<file path="src/rtl/ro_scan_counter.sv">
// ro_scan_counter: steps the six-input RO mux through its channels, waits a
// settle interval, counts RO rising edges over a programmable window and hands
// each count out on a valid/ready result port.
// Optional feature macro: RO_SCAN_MASK_EN adds CH_MASK (per-channel enable,
// latched on START); without it all six channels are scanned.
//
// Result handshake: RESULT/RESULT_CH are presented with RESULT_VALID=1 and
// held unchanged until a rising CLK edge sees RESULT_VALID=1 and
// RESULT_READY=1; that edge is the transfer, and RESULT_VALID drops after it
// unless another result is already due (it never is: a new count needs at
// least SETTLE+1 further cycles).
module ro_scan_counter #(
    parameter int CNT_W  = 16,
    parameter int WIN_W  = 16,
    parameter int SETTLE = 4
) (
    input  logic             CLK,
    input  logic             RST_N,
    input  logic             START,
    input  logic [WIN_W-1:0] WINDOW,
    input  logic             RO_OUT,
    output logic [3:1]       S,
    output logic [CNT_W-1:0] RESULT,
    output logic [2:0]       RESULT_CH,
    output logic             RESULT_VALID,
    input  logic             RESULT_READY,
    output logic             BUSY,
    output logic             DONE
`ifdef RO_SCAN_MASK_EN
    ,
    input  logic [5:0]       CH_MASK
`endif
);

    // Timer must hold both the window length and the settle count.
    localparam int TMR_W = (WIN_W > $clog2(SETTLE + 1)) ? WIN_W : $clog2(SETTLE + 1);
    localparam logic [TMR_W-1:0] SET_LAST = TMR_W'(SETTLE - 1);

    typedef enum logic [2:0] {
        ST_IDLE,
        ST_SETTLE,
        ST_COUNT,
        ST_REPORT,
        ST_DRAIN
    } state_t;

    state_t             state;
    logic [2:0]         ch;
    logic [TMR_W-1:0]   tmr;
    logic [WIN_W-1:0]   win_last;
    logic [CNT_W-1:0]   cnt;
    logic [CNT_W-1:0]   cnt_next;
    logic               sync1;
    logic               sync2;
    logic               hist;
    logic               rise;
    logic [5:0]         mask_q;
    logic [5:0]         start_mask;
    logic [3:0]         first_idle;
    logic [3:0]         next_ch;

    // Lowest enabled channel at or above 'from'; bit 3 flags that one exists.
    function automatic logic [3:0] first_from(input logic [5:0] m, input logic [2:0] from);
        logic [3:0] r;
        r = 4'b0000;
        for (int k = 5; k >= 0; k--) begin
            if (m[k] && (3'(k) >= from)) r = {1'b1, 3'(k)};
        end
        return r;
    endfunction

    // Mux select code: RO0=111 down to RO5=010.
    function automatic logic [2:0] sel_code(input logic [2:0] c);
        return 3'd7 - c;
    endfunction

`ifdef RO_SCAN_MASK_EN
    assign start_mask = CH_MASK;
`else
    assign start_mask = 6'b111111;
    assign mask_q     = 6'b111111;
`endif

    assign rise       = sync2 & ~hist;
    assign cnt_next   = (rise && (cnt != {CNT_W{1'b1}})) ? cnt + 1'b1 : cnt;
    assign first_idle = first_from(start_mask, 3'd0);
    assign next_ch    = first_from(mask_q, ch + 3'd1);

    // RO synchronizer and edge history; free-running in every state.
    always_ff @(posedge CLK) begin
        if (!RST_N) begin
            sync1 <= 1'b0;
            sync2 <= 1'b0;
            hist  <= 1'b0;
        end else begin
            sync1 <= RO_OUT;
            sync2 <= sync1;
            hist  <= sync2;
        end
    end

    // Scan FSM with registered select, counter and result outputs.
    always_ff @(posedge CLK) begin
        if (!RST_N) begin
            state        <= ST_IDLE;
            ch           <= 3'd0;
            tmr          <= '0;
            win_last     <= '0;
            cnt          <= '0;
            S            <= 3'b000;
            RESULT       <= '0;
            RESULT_CH    <= 3'd0;
            RESULT_VALID <= 1'b0;
            BUSY         <= 1'b0;
            DONE         <= 1'b0;
`ifdef RO_SCAN_MASK_EN
            mask_q       <= 6'b000000;
`endif
        end else begin
            DONE <= 1'b0;
            case (state)
                ST_IDLE: begin
                    if (START) begin
                        // A zero window is stretched to one cycle.
                        win_last <= (WINDOW == '0) ? '0 : WINDOW - 1'b1;
                        tmr      <= '0;
                        BUSY     <= 1'b1;
`ifdef RO_SCAN_MASK_EN
                        mask_q   <= CH_MASK;
`endif
                        if (first_idle[3]) begin
                            ch    <= first_idle[2:0];
                            S     <= sel_code(first_idle[2:0]);
                            state <= ST_SETTLE;
                        end else begin
                            state <= ST_DRAIN;
                        end
                    end
                end
                ST_SETTLE: begin
                    if (tmr == SET_LAST) begin
                        tmr   <= '0;
                        cnt   <= '0;
                        state <= ST_COUNT;
                    end else begin
                        tmr <= tmr + 1'b1;
                    end
                end
                ST_COUNT: begin
                    // An edge on the final window cycle still lands in RESULT.
                    cnt <= cnt_next;
                    if (tmr == TMR_W'(win_last)) begin
                        RESULT       <= cnt_next;
                        RESULT_CH    <= ch;
                        RESULT_VALID <= 1'b1;
                        state        <= ST_REPORT;
                    end else begin
                        tmr <= tmr + 1'b1;
                    end
                end
                ST_REPORT: begin
                    if (RESULT_READY) begin
                        RESULT_VALID <= 1'b0;
                        tmr          <= '0;
                        if (next_ch[3]) begin
                            ch    <= next_ch[2:0];
                            S     <= sel_code(next_ch[2:0]);
                            state <= ST_SETTLE;
                        end else begin
                            S     <= 3'b000;
                            BUSY  <= 1'b0;
                            DONE  <= 1'b1;
                            state <= ST_IDLE;
                        end
                    end
                end
                ST_DRAIN: begin
                    // Empty mask: one busy cycle, then finish with no results.
                    BUSY  <= 1'b0;
                    DONE  <= 1'b1;
                    state <= ST_IDLE;
                end
                default: state <= ST_IDLE;
            endcase
        end
    end

endmodule

</file>
<file path="config.mk">
export PLATFORM = sky130hd
export DESIGN_NAME = ro_scan_counter
export DESIGN_NICKNAME = d
export VERILOG_FILES = /design/src/rtl/ro_scan_counter.sv
export SDC_FILE = /design/constraint.sdc
export NUM_CORES = 1
export LEC_CHECK = 0
export CORE_ASPECT_RATIO = 0.7
export CORE_MARGIN = 1.5
export CORE_UTILIZATION = 55
export CTS_CLUSTER_DIAMETER = 100
export DETAILED_ROUTE_END_ITERATION = 10
export GPL_ROUTABILITY_DRIVEN = 0
export GPL_TIMING_DRIVEN = 0
export HOLD_SLACK_MARGIN = 0.1
export PLACE_DENSITY = 0.77
export SYNTH_ARGS = -nofsm -noshare
export SYNTH_HDL_FRONTEND = slang
export SYNTH_SLANG_ARGS = --single-unit
</file>
<file path="constraint.sdc">
create_clock -name CLK -period 3.26 [get_ports CLK]
set_input_delay 0.652 -clock CLK [delete_from_list [all_inputs] [get_ports CLK]]
set_output_delay 0.652 -clock CLK [all_outputs]
set_load 0.02 [all_outputs]
</file>
Yosys cells after proc, flatten, opt, wreduce, memory -nomap -nowiden
Cells that the tools add are included.
- input bits: 21
- register bits after elaboration: 82
- bitwise gates (word level): 2
- reductions and logical operators: 17
- mux-type cells: 39
- add/subtract/negate cells: 5
- equal/unequal tests: 14
- magnitude comparators: 6
- operators with widths (operator ; count):
    16-bit 2-to-1 mux ; 7
    16-bit case mux with 4 select lines ; 1
    16-bit by 1-bit adder with 16-bit output (second input constant) ; 2
    16-bit case mux with 2 select lines ; 1
    3-bit 2-to-1 mux ; 10
    4-bit 2-to-1 mux ; 6
    16-bit == test ; 1
    16-bit by 2-bit == test with 1-bit output (second input constant) ; 1
    16-bit zero test ; 1
    16-bit != test (second input constant) ; 1
    4-bit AND reduction ; 4
    16-bit by 1-bit subtractor with 16-bit output (second input constant) ; 1
    2-bit != test (second input constant) ; 7
    3-bit case mux with 2 select lines ; 2
    3-bit case mux with 4 select lines ; 1
    1-bit 2-to-1 mux ; 8
    3-bit by 2-bit == test with 1-bit output (second input constant) ; 2
    1-bit by 3-bit >= comparator with 1-bit output (first input constant) ; 2
    2-bit by 3-bit >= comparator with 1-bit output (first input constant) ; 2
    3-bit >= comparator (first input constant) ; 2
    2-bit AND reduction ; 3
    3-bit AND reduction ; 2
    2-bit nonzero test ; 3
    1-bit case mux with 2 select lines ; 2
    other kinds (11) ; 11

Longest topological paths before layout
- depth in word-level cells: 12
- depth in mapped cells: 9
- gate-level depth less buffers: 7

Worst setup path before layout
No wires, ideal clock.
- kind: input to register
- start: input port WINDOW[6]
- end: register win_last[10]
- arrival: 2.068 ns
- required time: 3.144 ns
- setup slack: 1.076 ns
- buffers on the path: 0
- stages: 5
- setup time: 0.116 ns
- cells stage by stage: or4_4 > or2_4 > or4_4 > xor2_1 > o21ai_2
- longest elaborated chain between the ends: 2
- ends and longest elaborated chain (what ; RTL line ; source):
    from (decl) ; 20 ; input logic [WIN_W-1:0] WINDOW,
    16-bit by 1-bit subtractor with 16-bit output / 16-bit zero test (equally long branches) ; 125 ; win_last <= (WINDOW == '0) ? '0 : WINDOW - 1'b1;
    16-bit 2-to-1 mux * ; 125 ;
    to (signal assigned) ; 125 ;
    to (decl) ; 50 ; logic [WIN_W-1:0] win_last;
Mark *: on every way between the ends. The rest lies on a longest branch, timed or not.
A chain may end at the register's enable or synchronous reset.

Worst setup path after layout
- start: register tmr[9]
- end: register RESULT[15]
- longest elaborated chain between the ends: 2
- ends and longest elaborated chain (what ; RTL line ; source):
    from (decl) ; 49 ; logic [TMR_W-1:0] tmr;
    from (signal assigned) ; 146 ; tmr <= tmr + 1'b1;
    from (signal assigned) ; 158 ; tmr <= tmr + 1'b1;
    16-bit == test ; 152 ; if (tmr == TMR_W'(win_last)) begin
    2-bit AND reduction (no line) ; -- ;
    to (signal assigned) ; 153 ; RESULT <= cnt_next;
    to (decl) ; 23 ; output logic [CNT_W-1:0] RESULT,
No other way between the ends.

==> run_results.csv <==
group,metric,value,unit
status,status,"finished clean",
timing,worstMarginPinSlew,691.9,ps
detailed_routing,via_per_inst,6.227,
synth,synth_cell_types,64,
timing,fin_skew,6.825,ps
die,start_util,56.70,%
power,leakagePower,2.138,nW
detailed_routing,drt_first_pass_iters,5,
critical_path,worstPathMaxFanout,10,
timing,timing.slew.headroom,53.45,%
critical_path,slowest_delay,540,ps
placement,io_buffers,45,
synth,ys_seq_elements,81,
critical_path,path_class,"flip-flop to flip-flop",
cells_and_area,diodes,0,
synth,synth_area_leaders,"dfxtp_1, xor2_1, nand2_1",
synth,yosysTopAreaCell,"dfxtp_1",
timing,max_freq,381.8,MHz
die,die_area,0.009281,mm2
synth,synthesis.area,0.004787,mm2
global_routing,grt_antenna_before_repair,0,
clock_tree,cts-root-buf,"clkbuf_16",
placement,dp.final_hpwl,9785,um
cells_and_area,nets,664,
clock_tree,htreeDepth,3,
critical_path,cp_slowest_cell,"nand4_1",
global_routing,gr-usage-met2,42.81,%
timing,min_period_over_period,80.35,%
die,num_rows,28,
detailed_routing,antenna_left,0,
synth,synth_top_area_share,33.87,%
clock_tree,cts_setup_buffers,0,
cells_and_area,syn2layout_area_growth,18.35,%
global_routing,grt_first_pass_wirelength,21860,um
detailed_routing,vias,4714,
detailed_routing,wl_per_cell,17.57,um
die,die_x,114.5,um
synth,synth_edf_count,0,
cells_and_area,drive_above_1_share,9.419,%
critical_path,critical_path_arrival,2830,ps
cells_and_area,final_util,67.10,%
synth,synth_sequential_area_ratio,33.87,%
power,ir_drop,0.3697,mV
critical_path,cp_cell_sequence,"buf_2, xor2_1, nor4_1, nand4_1, nor2_2, buf_2, a211oi_1",
synth,synth_fp_nets,608,
hold_path,holdCritPathClass,"flip-flop to flip-flop",
global_routing,grt_use_met3,11.64,%
critical_path,cp_common_cell,"buf_2",
die,fp.coreArea,0.008443,mm2
clock_tree,clock_latency,350,ps
global_routing,grt_usage,30.50,%
power,power_density,598.2,mW/mm2
timing,hold_viol,0,
synth,ys.flop_type,"dfxtp_1",
clock_tree,cts_buffers,9,
die,io_pins,46,
clock_tree,clock_sinks,81,
clock_tree,cts.repair.resized,0,
synth,synthCells,577,
clock_tree,cts_tree,"done",
timing,tns,0,ps
global_routing,top_usage_layer,"met1",
synth,async_flop_share,0,%
critical_path,required,3470,ps
global_routing,grt-ovfl-total,0,
timing,setup_viol,0,
clock_tree,cts_hold_buf,0,
clock_tree,clock_path_buffers,2,
timing,layout_min_cycle_time,2619,ps
critical_path,endpoint_kind,"flip-flop",
synth,avgSynthCellArea,8.297,um2
synth,ys.warnings.count,0,
detailed_routing,postRouteWirelength,13300,um
global_routing,grt_pass1_vias,4420,
global_routing,grt_max_degree,13,
detailed_routing,drt_iter0_drc,452,
critical_path,cp-start-kind,"flip-flop",
global_routing,met1_usage,43.30,%
timing,report.final.slew_viol_count,0,
cells_and_area,mostFrequentLayoutCells,"dfxtp_1, nand2_1, clkdlybuf4s50_1, a21oi_1, xor2_1",
detailed_routing,drc_errors,0,
cells_and_area,final_common_cell,"dfxtp_1",
die,die_y,81.06,um
clock_tree,clk_transition_reported_paths,60,ps
job,cap_viol_max_count,0,
timing,rsz0062_at_grt,"no",
==> layer usage <==
metal | wire length (um) | vias to the layer above
met2 | 5287 | 220
met4 | 208 | 0
met5 | 0 | -
met1 | 6346 | 2230
met3 | 1455 | 34
li1 | - | 2230
==> cell type report <==
class | count | area (um2)
Clock buffer | 11 | 232.7
Clock inverter | 4 | 45.04
Buffer | 45 | 231.5
Fill cell | 657 | 2778
Tap cell | 120 | 150.1
Sequential cell | 81 | 1622
Multi-Input combinational cell | 433 | 2867
Timing Repair Buffer | 45 | 450.4
Inverter | 18 | 67.56
==> through the flow <==
step	total power, W	hold WS (ps)	instance area [um2]	cells	setup slack, ps
2_1_floorplan	0.001967	411.9	4787	577	1076
3_3_place_gp	0.002331	414.7	5388	742	431.1
3_5_place_dp	0.002370	421.2	5388	742	368.9
4_1_cts	0.003350	434.6	5665	757	722.7
5_1_grt	0.003547	452.7	5665	757	532.7
6_report	0.003389	434.9	5665	757	640.7
==> kinds of logic after synthesis <==
kind of cell             Yosys count  synth area share (%)
AO/OA/AOI/OAI                    161                 24.10
XOR/XNOR                          45                 8.233
adder cells (fa/ha/maj)           10                 2.614
buffers and inverters             63                 6.246
flip-flops                        81                 33.87
multiplexers                       5                 1.072
AND/OR/NAND/NOR                  212                 23.86
==> Yosys cell counts, drive strengths merged, types with 14 or more instances <==
cell type   n
xor2       29
inv        17
nand3      24
clkbuf     23
a211oi     19
o21ai      30
a21oi      36
nand2      58
xnor2      16
buf        22
nor4       14
nor2       28
dfxtp      81
==> worst max-delay path: cells and delay by family, from the launching register on <==
kind	cells	cell delay, ps
flops	1	290
compound gates	1	120
xor+xnor	1	170
buf+inv	2	500
simple gates	3	1400
==> sequential cells by signal, summed over array words and instances (netlist names), 2 cells and up <==
register,count
RESULT,16
RESULT_CH,3
S,3
ch,3
cnt,16
state,2
tmr,16
win_last,16
==> path summary, 6_finish.rpt <==
| path | cells after the start | endpoint | from | slack (ps) |
|---|---|---|---|---|
| min reg2reg | 1 | sync2$_SDFF_PN0_ | sync1$_SDFF_PN0_ | 430 |
| max | 7 | RESULT[15]$_SDFFE_PN0P_ | tmr[9]$_SDFFE_PN0P_ | 640 |
| max reg2reg | 7 | RESULT[15]$_SDFFE_PN0P_ | tmr[9]$_SDFFE_PN0P_ | 640 |
| min | 1 | sync2$_SDFF_PN0_ | sync1$_SDFF_PN0_ | 430 |
==> power by group <==
group          switching, W  internal [W]
logic              0.000827      0.000424
clock network      0.000395      0.000585
registers         0.0000685       0.00109
total               0.00129       0.00210
(Power assumes the default switching activity.)
